--- src/rtl/mul8_pkg.sv ---
// Shared definitions for the mul8 arbiter: FSM encoding, default sizing and a
// one-hot helper used to build the per-requester completion pulse.
package mul8_pkg;

  localparam int NREQ_DEF    = 4;
  localparam int TIMEOUT_DEF = 31;
  localparam int CNT_W       = 5;

  typedef enum logic [2:0] {
    ST_IDLE    = 3'd0,
    ST_START   = 3'd1,
    ST_WAIT_HI = 3'd2,
    ST_WAIT_LO = 3'd3,
    ST_DONE    = 3'd4
  } state_e;

  // One-hot decode of a 2-bit requester index.
  function automatic logic [3:0] onehot4(input logic [1:0] idx);
    return 4'b0001 << idx;
  endfunction

endpackage

--- src/rtl/rr_pick4.sv ---
// Four-way round-robin picker: scans req starting at ptr and wrapping, and
// reports the first requester found.
module rr_pick4 (
  input  logic [3:0] req,
  input  logic [1:0] ptr,
  output logic [1:0] grant,
  output logic       valid
);

  logic [1:0] idx;

  // Scan from the farthest offset down so the nearest-to-ptr requester wins.
  always_comb begin
    // NOTE: every output of a combinational block gets a default first, so
    // no path leaves a value unassigned and no latch is inferred.
    grant = '0;
    valid = 1'b0;
    idx   = '0;
    for (int off = 3; off >= 0; off--) begin
      idx = ptr + 2'(off);
      if (req[idx]) begin
        grant = idx;
        valid = 1'b1;
      end
    end
  end

endmodule

--- src/rtl/mul8_arb.sv ---
// Arbiter sharing one external mul8_loop multiplier between four requesters.
// Picks a requester round-robin, launches the multiply, waits for the busy
// handshake (with a timeout) and returns the upper product byte.
module mul8_arb
  import mul8_pkg::*;
#(
  parameter int NREQ    = NREQ_DEF,
  parameter int TIMEOUT = TIMEOUT_DEF
) (
  input  logic              clk,
  input  logic              rst,
  input  logic [NREQ-1:0]   req_i,
  input  logic [8*NREQ-1:0] a_i,
  input  logic [8*NREQ-1:0] b_i,
  output logic [NREQ-1:0]   done_o,
  output logic [7:0]        p_o,
  output logic              err_o,
  output logic              mul_start_o,
  output logic [7:0]        mul_a_o,
  output logic [7:0]        mul_b_o,
  input  logic              mul_busy_i,
  input  logic [7:0]        mul_p_i
);

  state_e            state_q, state_d;
  logic [1:0]        ptr_q, ptr_d;
  logic [1:0]        grant_q, grant_d;
  logic [CNT_W-1:0]  cnt_q, cnt_d;
  logic [NREQ-1:0]   done_q, done_d;
  logic [7:0]        p_q, p_d;
  logic              err_q, err_d;
  logic              mul_start_q, mul_start_d;
  logic [7:0]        mul_a_q, mul_a_d;
  logic [7:0]        mul_b_q, mul_b_d;

  logic [1:0]        pick_grant;
  logic              pick_valid;
  logic              timed_out;

  rr_pick4 u_pick (
    .req   (req_i),
    .ptr   (ptr_q),
    .grant (pick_grant),
    .valid (pick_valid)
  );

  assign timed_out = (cnt_q == CNT_W'(TIMEOUT));

  // Next-state and next-output logic; outputs are computed one cycle ahead
  // so that every port is driven straight from a flop.
  always_comb begin
    state_d     = state_q;
    ptr_d       = ptr_q;
    grant_d     = grant_q;
    cnt_d       = cnt_q;
    mul_a_d     = mul_a_q;
    mul_b_d     = mul_b_q;
    done_d      = '0;
    p_d         = '0;
    err_d       = 1'b0;
    mul_start_d = 1'b0;

    unique case (state_q)
      ST_IDLE: begin
        if (pick_valid) begin
          grant_d     = pick_grant;
          mul_a_d     = a_i[8*pick_grant +: 8];
          mul_b_d     = b_i[8*pick_grant +: 8];
          mul_start_d = 1'b1;
          state_d     = ST_START;
        end
      end
      ST_START: begin
        cnt_d   = '0;
        state_d = ST_WAIT_HI;
      end
      ST_WAIT_HI: begin
        if (mul_busy_i) begin
          cnt_d   = '0;
          state_d = ST_WAIT_LO;
        end else if (timed_out) begin
          done_d  = NREQ'(onehot4(grant_q));
          err_d   = 1'b1;
          state_d = ST_DONE;
        end else begin
          cnt_d = cnt_q + 1'b1;
        end
      end
      ST_WAIT_LO: begin
        if (!mul_busy_i) begin
          done_d  = NREQ'(onehot4(grant_q));
          p_d     = mul_p_i;
          state_d = ST_DONE;
        end else if (timed_out) begin
          done_d  = NREQ'(onehot4(grant_q));
          err_d   = 1'b1;
          state_d = ST_DONE;
        end else begin
          cnt_d = cnt_q + 1'b1;
        end
      end
      ST_DONE: begin
        ptr_d   = grant_q + 2'd1;
        mul_a_d = '0;
        mul_b_d = '0;
        state_d = ST_IDLE;
      end
      default: state_d = ST_IDLE;
    endcase
  end

  // State and registered outputs, cleared asynchronously by rst.
  always_ff @(posedge clk or posedge rst) begin
    // NOTE: sequential state uses non-blocking assignments so every flop
    // samples the pre-edge value regardless of statement order.
    if (rst) begin
      state_q     <= ST_IDLE;
      ptr_q       <= '0;
      grant_q     <= '0;
      cnt_q       <= '0;
      done_q      <= '0;
      p_q         <= '0;
      err_q       <= 1'b0;
      mul_start_q <= 1'b0;
      mul_a_q     <= '0;
      mul_b_q     <= '0;
    end else begin
      state_q     <= state_d;
      ptr_q       <= ptr_d;
      grant_q     <= grant_d;
      cnt_q       <= cnt_d;
      done_q      <= done_d;
      p_q         <= p_d;
      err_q       <= err_d;
      mul_start_q <= mul_start_d;
      mul_a_q     <= mul_a_d;
      mul_b_q     <= mul_b_d;
    end
  end

  assign done_o      = done_q;
  assign p_o         = p_q;
  assign err_o       = err_q;
  assign mul_start_o = mul_start_q;
  assign mul_a_o     = mul_a_q;
  assign mul_b_o     = mul_b_q;

endmodule

--- config.mk ---
export PLATFORM = sky130hd
export DESIGN_NAME = mul8_arb
export DESIGN_NICKNAME = d
export VERILOG_FILES = /design/src/rtl/mul8_pkg.sv /design/src/rtl/rr_pick4.sv /design/src/rtl/mul8_arb.sv
export SDC_FILE = /design/constraint.sdc
export NUM_CORES = 1
export LEC_CHECK = 0
export ABC_AREA = 1
export BUFFER_PORTS_ARGS = -buffer_cell sky130_fd_sc_hd__buf_2
export CORE_MARGIN = 1
export CORE_UTILIZATION = 45
export DETAILED_ROUTE_END_ITERATION = 6
export PLACE_DENSITY = 0.77
export SETUP_SLACK_MARGIN = 0.3
export SKIP_CTS_REPAIR_TIMING = 1
export SLEW_MARGIN = 20
export SYNTH_ARGS = -nofsm -noshare
export SYNTH_HDL_FRONTEND = slang
export SYNTH_SLANG_ARGS = --single-unit
--- constraint.sdc ---
create_clock -name clk -period 1.8 [get_ports clk]
set_input_delay 0.45 -clock clk [delete_from_list [all_inputs] [get_ports clk]]
set_output_delay 0.45 -clock clk [all_outputs]
set_load 0.005 [all_outputs]
Word level (Yosys, flattened, before mapping)
Index checks and enable logic that the tools add are counted.

Input port bits: 79. Logic and storage cells: 76. Register bits after elaboration: 42. Output and inout bits: 30.

$add $sub $neg: 5. Eq/ne operators: 7. Reduce and logical (&&, ||, !) cells: 6. Shift-type cells: 3. Magnitude comparators: 4. Muxes and demuxes: 41.

Operator list (count): variable part select 32 x 6 -> 8 bit (2); two-way mux 8 bit (4); case mux 8 bit (2 select lines) (2); two-way mux 5 bit (3); case mux 5 bit (3 select lines) (1); two-way mux 1 bit (13); less-than comparator 2 x 3 -> 1 bit (second input constant) (4); two-way mux 3 bit (4); two-way mux 4 bit (3); case mux 3 bit (4 select lines) (1); binary-select mux 1 bit (select 2 bit) (4); two-way mux 2 bit (4); case mux 4 bit (2 select lines) (1); equality test 3 x 2 -> 1 bit (second input constant) (2); AND reduction 2 bit (3); adder 5 x 1 -> 5 bit (second input constant) (1); equality test 5 bit (second input constant) (1); adder 2 x 1 -> 2 bit (second input constant) (2); adder 2 bit (second input constant) (2); inequality test 2 bit (second input constant) (2); left shift 1 x 2 -> 4 bit (first input constant) (1); equality test 3 x 1 -> 1 bit (second input constant) (1); equality test 3 bit (second input constant) (1); zero test 3 bit (1); 3 further kinds (3).

Logic depth before layout (Yosys ltp)
Word-level depth: 10. Depth in mapped cells: 13. Gate-level depth less buffers: 12.

By module
Synthesis repeated with hierarchy kept, for this count alone.

Cell total of the unflattened synthesis: 343. Area total of the unflattened synthesis: 2443.6 um2.

By module, submodules not included: mul8_arb (instances 1, seq. area each 1051.0 um2, cells an instance 299, area each 2228.4 um2); rr_pick4 (instances 1, seq. area each 0.0 um2, cells an instance 44, area each 215.2 um2).

Least setup slack after synthesis
No wires, ideal clock.

Path type: register -> register. Start point: register ptr_q[0]. End point: register mul_a_q[7], in the netlist mul_a_o[7]. Setup time: 117 ps. Data required time: 1683 ps. Arrival: 1513 ps. Stages on the path, launching flop included: 13. Path slack: 170 ps. Period minus slack after synthesis: 1630 ps. Buffers on the path: 2. Path through: dfrtp_1 -> buf_6 -> xnor2_1 -> nand2_1 -> nand3_1 -> nand2_1 -> nand2_1 -> nand2_2 -> buf_4 -> nand2_1 -> nand3_1 -> nand3_1 -> nand2_1.

Cells in the longest elaborated chain, start to end: 10. Elaborated cells on any way between the ends: 24. Classes of those cells: 3 x add/sub; 1 x eq/ne; 1 x shift; 18 x mux; 1 x reduce/logical.

RTL lines: start: declaration (RTL line mul8_arb.sv:26) `logic [1:0] ptr_q, ptr_d;`; start signal: assignment (RTL line mul8_arb.sv:129) `ptr_q <= ptr_d;`; adder 2 bit (RTL line rr_pick4.sv:20) `idx = ptr + 2'(off);`; binary-select mux 1 bit (select 2 bit) (RTL line rr_pick4.sv:21) `if (req[idx]) begin`; two-way mux 1 bit (implied by the code) (RTL line rr_pick4.sv:21); two-way mux 2 bit (4 in series) (RTL line rr_pick4.sv:21); variable part select 32 x 6 -> 8 bit (RTL line mul8_arb.sv:67) `mul_a_d = a_i[8*pick_grant +: 8];`; two-way mux 8 bit (RTL line mul8_arb.sv:65) `if (pick_valid) begin`; case mux 8 bit (2 select lines) (RTL line mul8_arb.sv:63) `unique case (state_q)`; end signal: assignment (RTL line mul8_arb.sv:136) `mul_a_q <= mul_a_d;`; end: declaration (RTL line mul8_arb.sv:33) `logic [7:0] mul_a_q, mul_a_d;`.

Parallel ways exist; a longest one is shown, timed or not. The select of a mux whose other input is x is not followed. A chain may end at the register's enable or synchronous reset.

Worst setup path in the final report
Start point: register ptr_q[0]. End point: register mul_a_q[2], in the netlist mul_a_o[2].

The elaborated chain is that of the path after synthesis.

==> results.toml <==
[drt]
first_pass_iters = 5
drt-total-wl_mm = 9.05
drc = 0
vias = 3025
drt_first_iter_violations = 293
vias_per_cell = 5.53
wire_per_inst_microns = 16.5
detail-route-antenna-nets = 0

[grt]
grt_usage = 0.218
gr-total-overflow = 0
grt_pass1_vias = 2259
grt_pass1_wl_mm = 9.57
grt_antenna_before_repair = 0
grt_max_degree = 43

[worst_setup_path]
slowest_delay_ps = 450
cp_data_required_time_ps = 1990
worstPathCellList = "inv_2, nand2_1, nand3_1, nand2_1, inv_2, nand2_4, nand2_8, nand2_8, buf_6, nand2_1, nand3_2, nand3_2, nand2_1"
r2r_slack_ps = -50
crit_path_max_fanout = 8
critical_path_arrival_ps = 2040
cp_slowest_cell = "dfrtp_2"
critPathKind = "reg -> reg"
cp-end-kind = "flop"
cp_common_cell = "nand2_1"
worst_setup_path_start_kind = "flop"

[pwr]
clkPwrFrac = 0.073
ir_worst_vdd_v = 0.00141
seq_power_share = 0.174
netSwitchingFraction = 0.485
power.leakage_nw = 2.14
p_switching_mw = 4.27
pwr-share-comb = 0.753
power_density_mw_per_mm2 = 2150
p_int_mw = 4.53
p_total_mw = 8.80

[synth]
syn_area_sq_mm = 0.00244
ys_types = 24
syn-instance-count = 340
synthSimpleGateAreaFrac = 0.398
synthMuxAreaShare = 0
ys_seq_area_frac = 0.430
synth_nets = 424
synth_compound_area_frac = 0.0415
synth_fa_ha_area_frac = 0.0256
synth-seq-cells = 42
ys_warn_count = 0
syn_area_per_cell_sq_um = 7.19
synth_xor_area_frac = 0.0107
yosys.area.top_type = "dfrtp_1"
synth_top_family_by_area = "simple AND/OR/NAND/NOR gates"
yosysTopAreaCellShare = 0.430
ys_top_cells_by_area = "dfrtp_1 (43%), nand3_1 (18%), nand2_1 (16%)"

[floorplanning]
dieArea_sq_mm = 0.00573
rows = 26
io_pins = 109
die_w_microns = 75.7
die_h_microns = 75.7
start_util = 0.473
coreArea_sq_mm = 0.00517

[layout]
syn_to_final_growth_pct = 67.2
final_cells = 547
multi_input_comb_area_sq_mm = 0.00167
antenna_cells = 0
fin_area_sq_mm = 0.00409
layout-drive-gt1-share = 0.545
regArea_sq_mm = 0.00105
final.fill_count = 330
nNetsFinal = 560

[clock_network]
ctsHtreeMaxLevel = 2
cts_tree = "done"
clk_latency_ps = 300
numClockSinks = 42
numCtsBuffers = 5
root_buffer = "clkbuf_8"
clk_path_buf_depth = 2
cts.reportedPaths.clkPinSlew_ps = 80

[placement]
port_buffers = 108
place.gp.congestion = 0.812
place_ws_ps = -92.0
placed_cells = 521
placed_cell_area_sq_mm = 0.00320
dp_hpwl_mm = 4.82

[run]
drv_cap = 0

[timing]
period_needed_ps = 1850
tightest_slew_ps = 441
skew_ps = 10.9
max_freq_ghz = 0.541
finalSetupViolations = 10
rsz0062_at_grt = "true"
relSlewSlack = 0.705
worst_slack_ps = -49.2
min_period_over_period = 1.03
maxSlewViolCount = 0
finalHoldViolCount = 0

[run_status]
status = "complete, but fails checks"
violations = "negative setup slack"

[min_path]
min_path_type = "in -> async"
==> flip-flops by register name, summed over array words and instances, names as in the netlist <==
name,count
cnt_q,5
done_o,4
err_o,1
grant_q,2
mul_a_o,8
mul_b_o,8
mul_start_o,1
p_o,8
ptr_q,2
state_q,3
==> worst paths after layout <==
check | end | start | cells past startpoint
worst max-delay path | mul_a_o[2]$_DFFE_PP0P_ | ptr_q[0]$_DFFE_PP0P_ | 13
min in group clk | p_o[5]$_DFF_PP0_ | mul_p_i[5] | 3
worst min register to register | mul_b_o[4]$_DFFE_PP0P_ | mul_b_o[4]$_DFFE_PP0P_ | 2
max in group asynchronous | state_q[2]$_DFFE_PP0P_ | rst | 3
worst max register to register | mul_a_o[2]$_DFFE_PP0P_ | ptr_q[0]$_DFFE_PP0P_ | 13
worst min-delay path | mul_start_o$_DFF_PP0_ | rst | 3
==> metal layers <==
layer	wire length, microns	vias up	track usage
li1	-	1369	-
met1	3340	1375	0.289
met2	4450	222	0.362
met3	845	59	0.0370
met4	413	0	0.0720
met5	0	-	0
==> power by group through the flow <==
stage	Clock [mW]	Combinational [mW]	Sequential, mW
detailed placement	0	3.85	1.52
global placement	0	3.73	1.52
floorplan	0	2.83	1.48
CTS	0.639	3.86	1.51
finish	0.638	6.63	1.53
global route	0.677	7.03	1.56
==> per-stage QoR <==
stage           util  setup TNS, ps  hold slack, ps
2_1_floorplan      -              0             473
3_3_place_gp   0.618           -203             459
3_5_place_dp   0.618          -1090             464
4_1_cts        0.637          -1570             182
5_1_grt        0.791          -1780             195
6_report       0.791           -270             170
==> cell usage in the layout (no fill, tap or decap), drive strengths merged, types with 2 or more instances in the layout <==
master,netlist,layout
xor2,2,2
ha,5,5
nand3,90,90
o21ai,10,10
dfrtp,42,42
clkbuf,0,12
clkinv,1,2
nor2,25,25
inv,34,34
buf,15,138
nand2,105,105
a21oi,5,5
==> logic make-up (layout without fill, tap and decap cells) <==
kind of cell	after synthesis	after routing
adder cells (fa/ha/maj)	5	5
AO/OA/AOI/OAI	17	17
XOR/XNOR	3	3
AND/OR/NAND/NOR	223	223
flip-flops	42	42
buffers and inverters	50	187
==> synthesized netlist by cell type <==
cell,n
xnor2_1,1
nor3_1,1
nand3b_1,1
nand3_1,90
o311ai_0,1
buf_4,5
nand2_1,102
or2_2,1
buf_2,8
a21oi_4,1
dfrtp_1,42
inv_2,7
clkinv_1,1
ha_1,5
o21ai_0,6
nor2_4,1
o21ai_1,4
o22ai_1,1
xor2_1,2
nand2_2,3
nor2_1,24
inv_1,27
buf_6,2
a21oi_1,4
==> critical path, delay by kind of cell, from the launching register on <==
family                 cells  cell delay, ps
buffers and inverters      3             350
flip-flops                 1             450
AND/OR/NAND/NOR           10             920
==> cell type report <==
class	count	area share
multi-input cells	248	0.407
flip-flops and latches	42	0.258
repair buffers	144	0.256
inverters	35	0.0346
well taps	70	0.0214
clock buffers	6	0.0202
clock inverters	2	0.00306
No activity file was read; power rests on OpenSTA's default activity.
